### config.mk
export PLATFORM = sky130hd
export DESIGN_NAME = dmem_arbiter_flat
export DESIGN_NICKNAME = d
export VERILOG_FILES = /design/src/rtl/dmem_arbiter_if.sv /design/src/rtl/dmem_arbiter.sv /design/src/flat_wrapper.sv
export SDC_FILE = /design/constraint.sdc
export NUM_CORES = 1
export LEC_CHECK = 0
export ABC_AREA = 1
export CORE_AREA = 10 10 90 124
export DETAILED_ROUTE_END_ITERATION = 10
export DIE_AREA = 0 0 100 134
export PLACE_DENSITY = 0.77
export SLEW_MARGIN = 40
export SYNTH_ARGS = -nofsm -noshare
export SYNTH_HDL_FRONTEND = slang
export SYNTH_SLANG_ARGS = --single-unit
### constraint.sdc
create_clock -name clk -period 2.4 [get_ports clk]
set_input_delay 0.48 -clock clk [delete_from_list [all_inputs] [get_ports clk]]
set_output_delay 0.48 -clock clk [all_outputs]
set_load 0.005 [all_outputs]
### src/rtl/dmem_arbiter_if.sv
// -----------------------------------------------------------------------------
// dmem_arbiter_if
//   Groups the two requester ports and the memory-side bus of dmem_arbiter.
//
//   slave  modport : the arbiter's view. It takes the requests and the memory
//                    read data. It drives the grants, the read returns and the
//                    memory controls.
//   master modport : the surrounding system's view. This covers port A (the
//                    load/store unit), port B (the debug/DMA loader) and the
//                    memory's read-data return.
//
//   Signals per requester x in {a, b}:
//     x_req, x_wen, x_lock, x_addr[AW], x_wdata[DW]  -> arbiter
//     x_gnt, x_rvalid, x_rdata[DW]                   <- arbiter
//   Memory side:
//     mem_rst, mem_wen, mem_addr[AW], mem_wdata[DW]  <- arbiter
//     mem_rdata[DW] (valid the cycle after the addr) -> arbiter
// -----------------------------------------------------------------------------
`ifndef ISIZE
`define ISIZE 16
`endif
`ifndef DSIZE
`define DSIZE 16
`endif

interface dmem_arbiter_if #(
    parameter int AW = `ISIZE,
    parameter int DW = `DSIZE
);
    // port A
    logic          a_req;
    logic          a_wen;
    logic          a_lock;
    logic [AW-1:0] a_addr;
    logic [DW-1:0] a_wdata;
    logic          a_gnt;
    logic          a_rvalid;
    logic [DW-1:0] a_rdata;
    // port B
    logic          b_req;
    logic          b_wen;
    logic          b_lock;
    logic [AW-1:0] b_addr;
    logic [DW-1:0] b_wdata;
    logic          b_gnt;
    logic          b_rvalid;
    logic [DW-1:0] b_rdata;
    // memory
    logic          mem_rst;
    logic          mem_wen;
    logic [AW-1:0] mem_addr;
    logic [DW-1:0] mem_wdata;
    logic [DW-1:0] mem_rdata;

    modport slave (
        input  a_req, a_wen, a_lock, a_addr, a_wdata,
        input  b_req, b_wen, b_lock, b_addr, b_wdata,
        input  mem_rdata,
        output a_gnt, a_rvalid, a_rdata,
        output b_gnt, b_rvalid, b_rdata,
        output mem_rst, mem_wen, mem_addr, mem_wdata
    );

    modport master (
        output a_req, a_wen, a_lock, a_addr, a_wdata,
        output b_req, b_wen, b_lock, b_addr, b_wdata,
        output mem_rdata,
        input  a_gnt, a_rvalid, a_rdata,
        input  b_gnt, b_rvalid, b_rdata,
        input  mem_rst, mem_wen, mem_addr, mem_wdata
    );
endinterface

### src/rtl/dmem_arbiter.sv
// -----------------------------------------------------------------------------
// dmem_arbiter
//   Shares one single-port data memory between port A (core load/store unit)
//   and port B (debug/DMA loader). The memory has a registered read address.
//   Its reset is active-high and synchronous, and that reset loads its image.
//
//   Arbitration is round-robin. A requester may assert x_lock to keep
//   ownership across beats. Ownership ends when the owner drops lock or req,
//   or after MAX_LOCK consecutive grants. The block also returns per-port
//   read-valid strobes. It holds the memory in reset for two clock edges after
//   rst is released.
//
//   Ports:
//     clk        clock
//     rst        asynchronous, active-low reset
//     bus        dmem_arbiter_if.slave (requester ports A/B + memory bus)
//   Optional (macro DMEM_ARB_STATS_EN):
//     clr_stats  clears both grant counters (wins over an increment)
//     a_cnt      saturating 16-bit count of grants to port A
//     b_cnt      saturating 16-bit count of grants to port B
// -----------------------------------------------------------------------------
`ifndef ISIZE
`define ISIZE 16
`endif
`ifndef DSIZE
`define DSIZE 16
`endif

module dmem_arbiter #(
    parameter int AW       = `ISIZE,
    parameter int DW       = `DSIZE,
    parameter int MAX_LOCK = 8          // 1..255
) (
    input  logic                clk,
    input  logic                rst,
    dmem_arbiter_if.slave       bus
`ifdef DMEM_ARB_STATS_EN
    ,
    input  logic                clr_stats,
    output logic [15:0]         a_cnt,
    output logic [15:0]         b_cnt
`endif
);

    // Arbiter states
    localparam logic [1:0] ST_IDLE  = 2'd0;
    localparam logic [1:0] ST_OWN_A = 2'd1;
    localparam logic [1:0] ST_OWN_B = 2'd2;

    localparam logic PORT_A = 1'b0;
    localparam logic PORT_B = 1'b1;

    // Number of post-reset edges during which the memory reset is held high
    localparam logic [1:0] INIT_EDGES = 2'd2;

    // ------------------------------------------------------------------
    // Registers
    // ------------------------------------------------------------------
    logic [1:0]    r_state;
    logic          r_last;        // port granted most recently
    logic [7:0]    r_lock_cnt;    // consecutive grants under the current lock
    logic [1:0]    r_init_cnt;    // edges seen since rst released (saturates)
    logic [AW-1:0] r_mem_addr;    // address held when no grant
    logic [DW-1:0] r_mem_wdata;   // write data held when no grant
    logic          r_rv_valid;    // a read was granted last cycle
    logic          r_rv_port;     // ... and this is its port
    logic [DW-1:0] r_a_rdata;     // last data returned to A
    logic [DW-1:0] r_b_rdata;     // last data returned to B

    // ------------------------------------------------------------------
    // Wires
    // ------------------------------------------------------------------
    logic          w_mem_rst;
    logic          w_a_gnt;
    logic          w_b_gnt;
    logic          w_gnt;
    logic          w_gnt_port;
    logic          w_gnt_wen;
    logic          w_gnt_lock;
    logic [AW-1:0] w_gnt_addr;
    logic [DW-1:0] w_gnt_wdata;
    logic          w_owner;       // owner port when in an OWN state
    logic          w_owner_req;
    logic          w_owner_lock;
    logic          w_a_rvalid;
    logic          w_b_rvalid;
    logic [1:0]    w_state_nxt;
    logic          w_last_nxt;
    logic [7:0]    w_lock_cnt_nxt;

    // The memory stays in reset until two edges after rst is released.
    // All grants are suppressed during that time.
    assign w_mem_rst = (r_init_cnt != INIT_EDGES);

    // ------------------------------------------------------------------
    // Grant selection
    // ------------------------------------------------------------------
    always_comb begin
        // NOTE: every output of an always_comb gets a default first; a path
        // that leaves a signal unassigned would otherwise infer a latch.
        w_a_gnt = 1'b0;
        w_b_gnt = 1'b0;
        if (!w_mem_rst) begin
            case (r_state)
                ST_OWN_A: w_a_gnt = bus.a_req;
                ST_OWN_B: w_b_gnt = bus.b_req;
                default: begin
                    if (bus.a_req && bus.b_req) begin
                        // Tie: the port that was not served last wins
                        if (r_last == PORT_B) w_a_gnt = 1'b1;
                        else                  w_b_gnt = 1'b1;
                    end else begin
                        w_a_gnt = bus.a_req;
                        w_b_gnt = bus.b_req;
                    end
                end
            endcase
        end
    end

    assign w_gnt       = w_a_gnt | w_b_gnt;
    assign w_gnt_port  = w_b_gnt ? PORT_B : PORT_A;
    assign w_gnt_wen   = w_b_gnt ? bus.b_wen   : bus.a_wen;
    assign w_gnt_lock  = w_b_gnt ? bus.b_lock  : bus.a_lock;
    assign w_gnt_addr  = w_b_gnt ? bus.b_addr  : bus.a_addr;
    assign w_gnt_wdata = w_b_gnt ? bus.b_wdata : bus.a_wdata;

    assign w_owner      = (r_state == ST_OWN_B) ? PORT_B : PORT_A;
    assign w_owner_req  = (w_owner == PORT_B) ? bus.b_req  : bus.a_req;
    assign w_owner_lock = (w_owner == PORT_B) ? bus.b_lock : bus.a_lock;

    // ------------------------------------------------------------------
    // Ownership / round-robin state update
    // ------------------------------------------------------------------
    always_comb begin
        w_state_nxt    = r_state;
        w_last_nxt     = r_last;
        w_lock_cnt_nxt = r_lock_cnt;
        case (r_state)
            ST_OWN_A, ST_OWN_B: begin
                if (!w_owner_req) begin
                    // Owner went away: release, and give the other port the next tie
                    w_state_nxt    = ST_IDLE;
                    w_last_nxt     = w_owner;
                    w_lock_cnt_nxt = 8'd0;
                end else if (w_gnt) begin
                    w_last_nxt = w_owner;
                    // Stay only if the owner still locks and has not used up
                    // its MAX_LOCK consecutive grants with this beat.
                    if (w_owner_lock && (int'(r_lock_cnt) + 1 < MAX_LOCK)) begin
                        w_lock_cnt_nxt = r_lock_cnt + 8'd1;
                    end else begin
                        w_state_nxt    = ST_IDLE;
                        w_lock_cnt_nxt = 8'd0;
                    end
                end
            end
            default: begin
                if (w_gnt) begin
                    w_last_nxt = w_gnt_port;
                    // A lock with MAX_LOCK=1 already ends at this first grant
                    if (w_gnt_lock && (MAX_LOCK > 1)) begin
                        w_state_nxt    = (w_gnt_port == PORT_B) ? ST_OWN_B : ST_OWN_A;
                        w_lock_cnt_nxt = 8'd1;
                    end
                end
            end
        endcase
    end

    // ------------------------------------------------------------------
    // Read-return pipeline (1 deep, matches the memory's read latency)
    // ------------------------------------------------------------------
    assign w_a_rvalid = r_rv_valid && (r_rv_port == PORT_A);
    assign w_b_rvalid = r_rv_valid && (r_rv_port == PORT_B);

    always_ff @(posedge clk or negedge rst) begin
        if (!rst) begin
            r_state     <= ST_IDLE;
            r_last      <= PORT_B;
            r_lock_cnt  <= 8'd0;
            r_init_cnt  <= 2'd0;
            r_mem_addr  <= '0;
            r_mem_wdata <= '0;
            r_rv_valid  <= 1'b0;
            r_rv_port   <= PORT_A;
            r_a_rdata   <= '0;
            r_b_rdata   <= '0;
        end else begin
            // NOTE: sequential state uses non-blocking assignments, so every
            // register here samples the values from before this edge.
            r_state    <= w_state_nxt;
            r_last     <= w_last_nxt;
            r_lock_cnt <= w_lock_cnt_nxt;
            if (r_init_cnt != INIT_EDGES) begin
                r_init_cnt <= r_init_cnt + 2'd1;
            end
            if (w_gnt) begin
                r_mem_addr  <= w_gnt_addr;
                r_mem_wdata <= w_gnt_wdata;
            end
            r_rv_valid <= w_gnt && !w_gnt_wen;
            r_rv_port  <= w_gnt_port;
            if (w_a_rvalid) r_a_rdata <= bus.mem_rdata;
            if (w_b_rvalid) r_b_rdata <= bus.mem_rdata;
        end
    end

    // ------------------------------------------------------------------
    // Outputs
    // ------------------------------------------------------------------
    assign bus.a_gnt     = w_a_gnt;
    assign bus.b_gnt     = w_b_gnt;
    assign bus.a_rvalid  = w_a_rvalid;
    assign bus.b_rvalid  = w_b_rvalid;
    // Data passes straight through in the valid cycle and is held afterwards
    assign bus.a_rdata   = w_a_rvalid ? bus.mem_rdata : r_a_rdata;
    assign bus.b_rdata   = w_b_rvalid ? bus.mem_rdata : r_b_rdata;

    assign bus.mem_rst   = w_mem_rst;
    assign bus.mem_wen   = w_gnt && w_gnt_wen;
    assign bus.mem_addr  = w_gnt ? w_gnt_addr  : r_mem_addr;
    assign bus.mem_wdata = w_gnt ? w_gnt_wdata : r_mem_wdata;

`ifdef DMEM_ARB_STATS_EN
    // ------------------------------------------------------------------
    // Grant statistics
    // ------------------------------------------------------------------
    logic [15:0] r_a_cnt;
    logic [15:0] r_b_cnt;

    always_ff @(posedge clk or negedge rst) begin
        if (!rst) begin
            r_a_cnt <= 16'd0;
            r_b_cnt <= 16'd0;
        end else if (clr_stats) begin
            r_a_cnt <= 16'd0;
            r_b_cnt <= 16'd0;
        end else begin
            if (w_a_gnt && (r_a_cnt != 16'hFFFF)) r_a_cnt <= r_a_cnt + 16'd1;
            if (w_b_gnt && (r_b_cnt != 16'hFFFF)) r_b_cnt <= r_b_cnt + 16'd1;
        end
    end

    assign a_cnt = r_a_cnt;
    assign b_cnt = r_b_cnt;
`endif

endmodule

### src/flat_wrapper.sv
// flat-port wrapper written by rule: the top's interface ports become plain ports
module dmem_arbiter_flat 
#(
    parameter int AW       = `ISIZE,
    parameter int DW       = `DSIZE,
    parameter int MAX_LOCK = 8                   
)
  (clk, rst, bus_a_req, bus_a_wen, bus_a_lock, bus_a_addr, bus_a_wdata, bus_b_req, bus_b_wen, bus_b_lock, bus_b_addr, bus_b_wdata, bus_mem_rdata, bus_a_gnt, bus_a_rvalid, bus_a_rdata, bus_b_gnt, bus_b_rvalid, bus_b_rdata, bus_mem_rst, bus_mem_wen, bus_mem_addr, bus_mem_wdata);
  dmem_arbiter_if #(.AW(AW), .DW(DW)) bus_i ();
  input  logic clk;
  input  logic rst;
  input wire logic [$bits(bus_i.a_req)-1:0] bus_a_req;
  input wire logic [$bits(bus_i.a_wen)-1:0] bus_a_wen;
  input wire logic [$bits(bus_i.a_lock)-1:0] bus_a_lock;
  input wire logic [$bits(bus_i.a_addr)-1:0] bus_a_addr;
  input wire logic [$bits(bus_i.a_wdata)-1:0] bus_a_wdata;
  input wire logic [$bits(bus_i.b_req)-1:0] bus_b_req;
  input wire logic [$bits(bus_i.b_wen)-1:0] bus_b_wen;
  input wire logic [$bits(bus_i.b_lock)-1:0] bus_b_lock;
  input wire logic [$bits(bus_i.b_addr)-1:0] bus_b_addr;
  input wire logic [$bits(bus_i.b_wdata)-1:0] bus_b_wdata;
  input wire logic [$bits(bus_i.mem_rdata)-1:0] bus_mem_rdata;
  output wire logic [$bits(bus_i.a_gnt)-1:0] bus_a_gnt;
  output wire logic [$bits(bus_i.a_rvalid)-1:0] bus_a_rvalid;
  output wire logic [$bits(bus_i.a_rdata)-1:0] bus_a_rdata;
  output wire logic [$bits(bus_i.b_gnt)-1:0] bus_b_gnt;
  output wire logic [$bits(bus_i.b_rvalid)-1:0] bus_b_rvalid;
  output wire logic [$bits(bus_i.b_rdata)-1:0] bus_b_rdata;
  output wire logic [$bits(bus_i.mem_rst)-1:0] bus_mem_rst;
  output wire logic [$bits(bus_i.mem_wen)-1:0] bus_mem_wen;
  output wire logic [$bits(bus_i.mem_addr)-1:0] bus_mem_addr;
  output wire logic [$bits(bus_i.mem_wdata)-1:0] bus_mem_wdata;
  assign bus_i.a_req = bus_a_req;
  assign bus_i.a_wen = bus_a_wen;
  assign bus_i.a_lock = bus_a_lock;
  assign bus_i.a_addr = bus_a_addr;
  assign bus_i.a_wdata = bus_a_wdata;
  assign bus_i.b_req = bus_b_req;
  assign bus_i.b_wen = bus_b_wen;
  assign bus_i.b_lock = bus_b_lock;
  assign bus_i.b_addr = bus_b_addr;
  assign bus_i.b_wdata = bus_b_wdata;
  assign bus_i.mem_rdata = bus_mem_rdata;
  assign bus_a_gnt = bus_i.a_gnt;
  assign bus_a_rvalid = bus_i.a_rvalid;
  assign bus_a_rdata = bus_i.a_rdata;
  assign bus_b_gnt = bus_i.b_gnt;
  assign bus_b_rvalid = bus_i.b_rvalid;
  assign bus_b_rdata = bus_i.b_rdata;
  assign bus_mem_rst = bus_i.mem_rst;
  assign bus_mem_wen = bus_i.mem_wen;
  assign bus_mem_addr = bus_i.mem_addr;
  assign bus_mem_wdata = bus_i.mem_wdata;
  dmem_arbiter #(.AW(AW), .DW(DW), .MAX_LOCK(MAX_LOCK)) u_core (.clk(clk), .rst(rst), .bus(bus_i));
endmodule
Word-level counts from Yosys, hierarchy flattened
Cells that the tools add are included.
W data, S select, Z words.
- output and inout bits: 70
- logic and storage cells: 71
- input port bits: 88
- register bits: 79
- reduce and logical (&&, ||, !) cells: 13
- eq/ne operators: 5
- muxes and demuxes: 37
- bitwise gates (word level): 2
- add/sub/neg operators: 3
- $lt $le $gt $ge: 1
- operators by type and width (operator ; count):
    $mux W16 ; 6
    $mux W8 ; 6
    $lt A32 B5 Y1 const B ; 1
    $mux W1 ; 16
    $mux W2 ; 7
    $add A8 B1 Y9 const B ; 1
    $add A8 B1 Y8 const B ; 1
    $logic_and A1 B1 Y1 ; 6
    $pmux W1 S2 ; 2
    $reduce_and A4 Y1 ; 1
    $reduce_bool A2 Y1 ; 2
    $ne A3 B3 Y1 const B ; 1
    $reduce_and A3 Y1 ; 1
    $add A2 B1 Y2 const B ; 1
    $eq A2 B1 Y1 const B ; 1
    $eq A2 B2 Y1 const B ; 1
    $ne A2 B1 Y1 const B ; 1
    $ne A2 B2 Y1 const B ; 1
    $reduce_and A2 Y1 ; 1
    $reduce_or A2 Y1 ; 1
    $logic_not A1 Y1 ; 1
    $not A1 Y1 ; 1
    $or A1 B1 Y1 ; 1

Longest topological paths before layout
- depth after elaboration: 9
- gate-level depth with buffers: 12
- mapped depth without buffers: 11

Least setup slack after synthesis
OpenSTA, ideal clock, no wires.
- kind: reg2out
- from: register u_core.r_state[0]
- to: output port bus_mem_wdata[10]
- buffers on the path: 3
- path slack: 0.289 ns
- arrival time: 1.631 ns
- data required time: 1.920 ns
- stages on the path, launching flop included: 11
- cell sequence: dfrtp_1 > inv_1 > ha_1 > buf_2 > nand2_1 > nand3_1 > buf_4 > clkinv_2 > buf_4 > nand2_1 > a31oi_1
- word-level cells in the longest chain between the ends: 5
- elaborated cells between the ends (all ways): 9
- those cells by class: eq/ne: 2; mux: 6; bitwise: 1
- ends and longest elaborated chain (element ; RTL line ; source):
    start, declared ; dmem_arbiter.sv:59 ; logic [1:0] r_state;
    start signal, assigned ; dmem_arbiter.sv:192 ; r_state <= w_state_nxt;
    $eq A2 B2 Y1 or $eq A2 B1 Y1 (tied branches) ; dmem_arbiter.sv:104 ; case (r_state)
    $pmux W1 S2 * ; dmem_arbiter.sv:104 ;
    $mux W1 * ; dmem_arbiter.sv:103 ; if (!w_mem_rst) begin
    net bus_b_gnt ; flat_wrapper.sv:26 ; output wire logic [$bits(bus_i.b_gnt)-1:0] bus_b_gnt;
    $mux W16 or $or A1 B1 Y1 (tied branches) ; dmem_arbiter.sv:126, dmem_arbiter.sv:121 ;
    $mux W16 * ; -- ;
    end, declared ; flat_wrapper.sv:32 ; output wire logic [$bits(bus_i.mem_wdata)-1:0] bus_mem_wdata;
The timed path passes the listed nets; every way through them passes the cells marked *.

Final worst setup path
- from: register u_core.r_state[1]
- to: output port bus_mem_addr[3]
- word-level cells in the longest chain between the ends: 5
- elaborated cells between the ends (all ways): 9
- those cells by class: eq/ne: 2; mux: 6; bitwise: 1
- ends and longest elaborated chain (element ; RTL line ; source):
    $eq A2 B2 Y1 or $eq A2 B1 Y1 (tied branches) ; dmem_arbiter.sv:104 ;
    $pmux W1 S2 ; dmem_arbiter.sv:104 ;
    $mux W1 ; dmem_arbiter.sv:103 ;
    $mux W16 or $or A1 B1 Y1 (tied branches) ; dmem_arbiter.sv:125, dmem_arbiter.sv:121 ;
    $mux W16 * ; -- ;
    end, declared ; flat_wrapper.sv:31 ; output wire logic [$bits(bus_i.mem_addr)-1:0] bus_mem_addr;
Every way passes the cells marked *; elsewhere a longest branch is shown, timed or not.

==> impl_metrics.tcl <==
set metrics [dict create \
    grt_pass1_wl_mm 23.4 \
    drv_cap 0 \
    cts_hold_buf 0 \
    max_freq_mhz 357 \
    finalNonFillerCells 795 \
    avgSynthCellArea_um2 8.10 \
    synth_sequential_area_ratio 0.541 \
    place_hpwl_mm 8.85 \
    cp.arrival_ps 2320 \
    insertion_delay_ps 340 \
    synthCells 451 \
    synth_edf_count 0 \
    routed_wl_mm 18.0 \
    drive_gt1_frac 0.339 \
    reg2reg_slack_ps 0 \
    p_clk_frac 0.094 \
    cellPowerDensity_nw_per_um2 2010 \
    num_antenna_cells 0 \
    h-tree-depth 3 \
    final_util 0.790 \
    viasPerCell 5.63 \
    area_growth_pct 91.9 \
    whs_ps 115 \
    tightest_slew_ps 585 \
    clock_skew_ps 15.8 \
    rsz0062_at_grt "yes" \
    ant_nets 0 \
    synth_ff_type "dfrtp_1" \
    peakVddDrop_mv 1.53 \
    drt_iter0_drc 370 \
    setup_violations 34 \
    finalCriticalPeriod_ps 2800 \
    status "finished, violations left" \
    grt_antenna_before_repair 0 \
    critPathLaunchType "flip-flop" \
    cts-root-buf "clkbuf_16" \
    p_sw_frac 0.433 \
    reg2reg_to "u_core.r_mem_addr[9]" \
    grt_max_degree 64 \
    worstPathRequired_ps 1920 \
    wire_per_inst_um 22.7 \
    core_um2 8870 \
    seqPwrFrac 0.163 \
    synthArstFlopShare 1.00 \
    drc 0 \
    ys_types 26 \
    row_count 41 \
    path_max_fanout 7 \
    dp_cells 723 \
    combPwrFrac 0.744 \
    nets 775 \
    cts_max_path_buffers 2 \
    syn-cell-area_um2 3650 \
    reg2reg_depth 13 \
    fin_total_pwr_mw 14.1 \
    gp_congestion 0.877 \
    slew_violations 0 \
    cts_made_buffers 9 \
    track_usage 0.219 \
    drt_pass1_iterations 6 \
    hold_viol 0 \
    path_clk_slew_ps 60 \
    relSlewSlack 0.610 \
    port_buffers 157 \
    setup_ws_ps -403 \
    failed_checks "negative setup slack" \
    die_area_um2 13400 \
    hold_class "in -> async" \
    cts.sinks 79 \
    end_kind "primary output" \
    internal_power_mw 7.98 \
    cts_tree "yes" \
    die_w_um 100 \
    io_pins 158 \
    grt_pass1_vias 4535 \
    cp-startpoint "u_core.r_state[1]" \
    initial_core_util 0.412 \
    leakagePower_nw 3.28 \
    reg2reg_from "u_core.r_state[1]" \
    fillers 466 \
    route.vias.total 4474 \
    gr-total-overflow 0 \
    crit_type "reg -> out" \
    synth_nets 543 \
    fin_crit_sh 1.17 \
    yosys_warnings 0 \
    synth_seq_cells 79 \
    p_switching_mw 6.09 \
    worstSetupEndpoint "bus_mem_addr[3]" \
    die_y_um 134 \
]
-- area by class of cell --
| class | instances | area, um2 | area share |
|---|---|---|---|
| Clock inverter | 4 | 30.0 | 0.00428 |
| Timing Repair Buffer | 244 | 2370 | 0.337 |
| Sequential cell | 79 | 1980 | 0.282 |
| Tap cell | 107 | 134 | 0.0191 |
| Multi-Input combinational cell | 308 | 2080 | 0.297 |
| Clock buffer | 12 | 256 | 0.0366 |
| Inverter | 41 | 166 | 0.0237 |
-- critical path: stages (launching register included) --
cell and delay, ps:
dfrtp_1 420, ha_4 330, inv_4 60, nand2_4 60, nand3_4 200, inv_8 140, buf_6 110, clkbuf_16 150
nand2_2 80, a31oi_2 240, buf_2 200
-- layer usage --
layer | global-route usage | wire length [um] | up-vias
li1 | - | - | 1917
met1 | 0.225 | 6280 | 2141
met2 | 0.379 | 8900 | 328
met3 | 0.0787 | 1810 | 88
met4 | 0.113 | 1020 | 0
met5 | 0 | 0 | -
-- cells by family after synthesis --
logic type,after synthesis,share of synthesized area
simple gates,230,0.252
flops,79,0.541
compound gates,73,0.112
buf+inv,64,0.0784
fa+ha+maj,4,0.0137
xor+xnor,1,0.00240
-- worst min-delay path by stage --
stage / start / slack, ps / cells after the start / end
CTS: rst / 260 / 1 / u_core.r_lock_cnt[2]
finish: rst / 120 / 1 / u_core.r_mem_addr[7]
global route: rst / 160 / 1 / u_core.r_lock_cnt[3]
floorplan: rst / 180 / 0 / u_core.r_a_rdata[0]
detailed placement: u_core.r_init_cnt[1] / 480 / 2 / u_core.r_init_cnt[1]
global placement: u_core.r_init_cnt[1] / 470 / 2 / u_core.r_init_cnt[1]
-- cells in the mapped netlist (2+ instances only) --
cell type,instances,area [um2]
o21ai_0,36,180
nand2_2,2,12.5
nand2_1,143,537
a31oi_1,33,206
inv_1,39,146
a21oi_1,2,10.0
nand3b_1,2,15.0
nand4_1,6,37.5
buf_4,7,52.6
buf_2,9,45.0
ha_1,4,50.1
nor2_1,56,210
nand3_1,17,85.1
clkbuf_1,6,22.5
dfrtp_1,78,1950
-- repair_timing --
action                     4_1_cts  5_1_grt
gates cloned                     5        2
buffers inserted                39       20
setup endpoints to repair       49       67
gates resized for setup        241      102
pin swaps                       13       21
-- placed cells by master (no fill, tap or decap), types with 3 or more instances in the layout --
| cell type | Yosys | routed |
|---|---|---|
| o21ai_1 | 1 | 12 |
| dfrtp_1 | 78 | 78 |
| buf_8 | 0 | 5 |
| o21ai_2 | 0 | 4 |
| inv_1 | 39 | 36 |
| a31oi_4 | 0 | 27 |
| a31oi_2 | 0 | 5 |
| nand2_4 | 0 | 7 |
| buf_2 | 9 | 33 |
| buf_16 | 0 | 3 |
| nand2_2 | 2 | 21 |
| nand2_1 | 143 | 116 |
| buf_6 | 1 | 21 |
| dlymetal6s2s_1 | 0 | 8 |
| nand4_1 | 6 | 6 |
| dlygate4sd2_1 | 0 | 4 |
| nor2_1 | 56 | 43 |
| buf_12 | 0 | 7 |
| clkbuf_16 | 0 | 11 |
| clkdlybuf4s50_1 | 0 | 109 |
| o21ai_0 | 36 | 20 |
| nor2_2 | 1 | 12 |
| nand3_1 | 17 | 15 |
| buf_4 | 7 | 52 |
-- registers in the layout, indices dropped and copies added, names as in the netlist --
signal,count
u_core.r_a_rdata,16
u_core.r_b_rdata,16
u_core.r_mem_addr,16
u_core.r_mem_wdata,16
u_core.r_lock_cnt,8
u_core.r_init_cnt,2
u_core.r_state,2
u_core.r_last,1
u_core.r_rv_port,1
u_core.r_rv_valid,1
-- per-stage QoR --
stage	TNS [ps]	setup WS, ps	area (um2)
5_1_grt	-11170	-436	7010
3_3_place_gp	-18980	-624	5480
3_5_place_dp	-21410	-688	5480
2_1_floorplan	0	289	3650
4_1_cts	-4660	-199	6500
6_report	-9280	-403	7010
-- power by group through the flow --
stage	Sequential, mW	Combinational, mW	Clock [mW]
3_5_place_dp	2.20	6.01	0
3_3_place_gp	2.18	5.91	0
6_report	2.29	10.5	1.32
5_1_grt	2.32	10.9	1.38
2_1_floorplan	2.15	2.64	0
4_1_cts	2.20	8.29	1.31
Note: power is estimated with default switching activity, not from simulation.
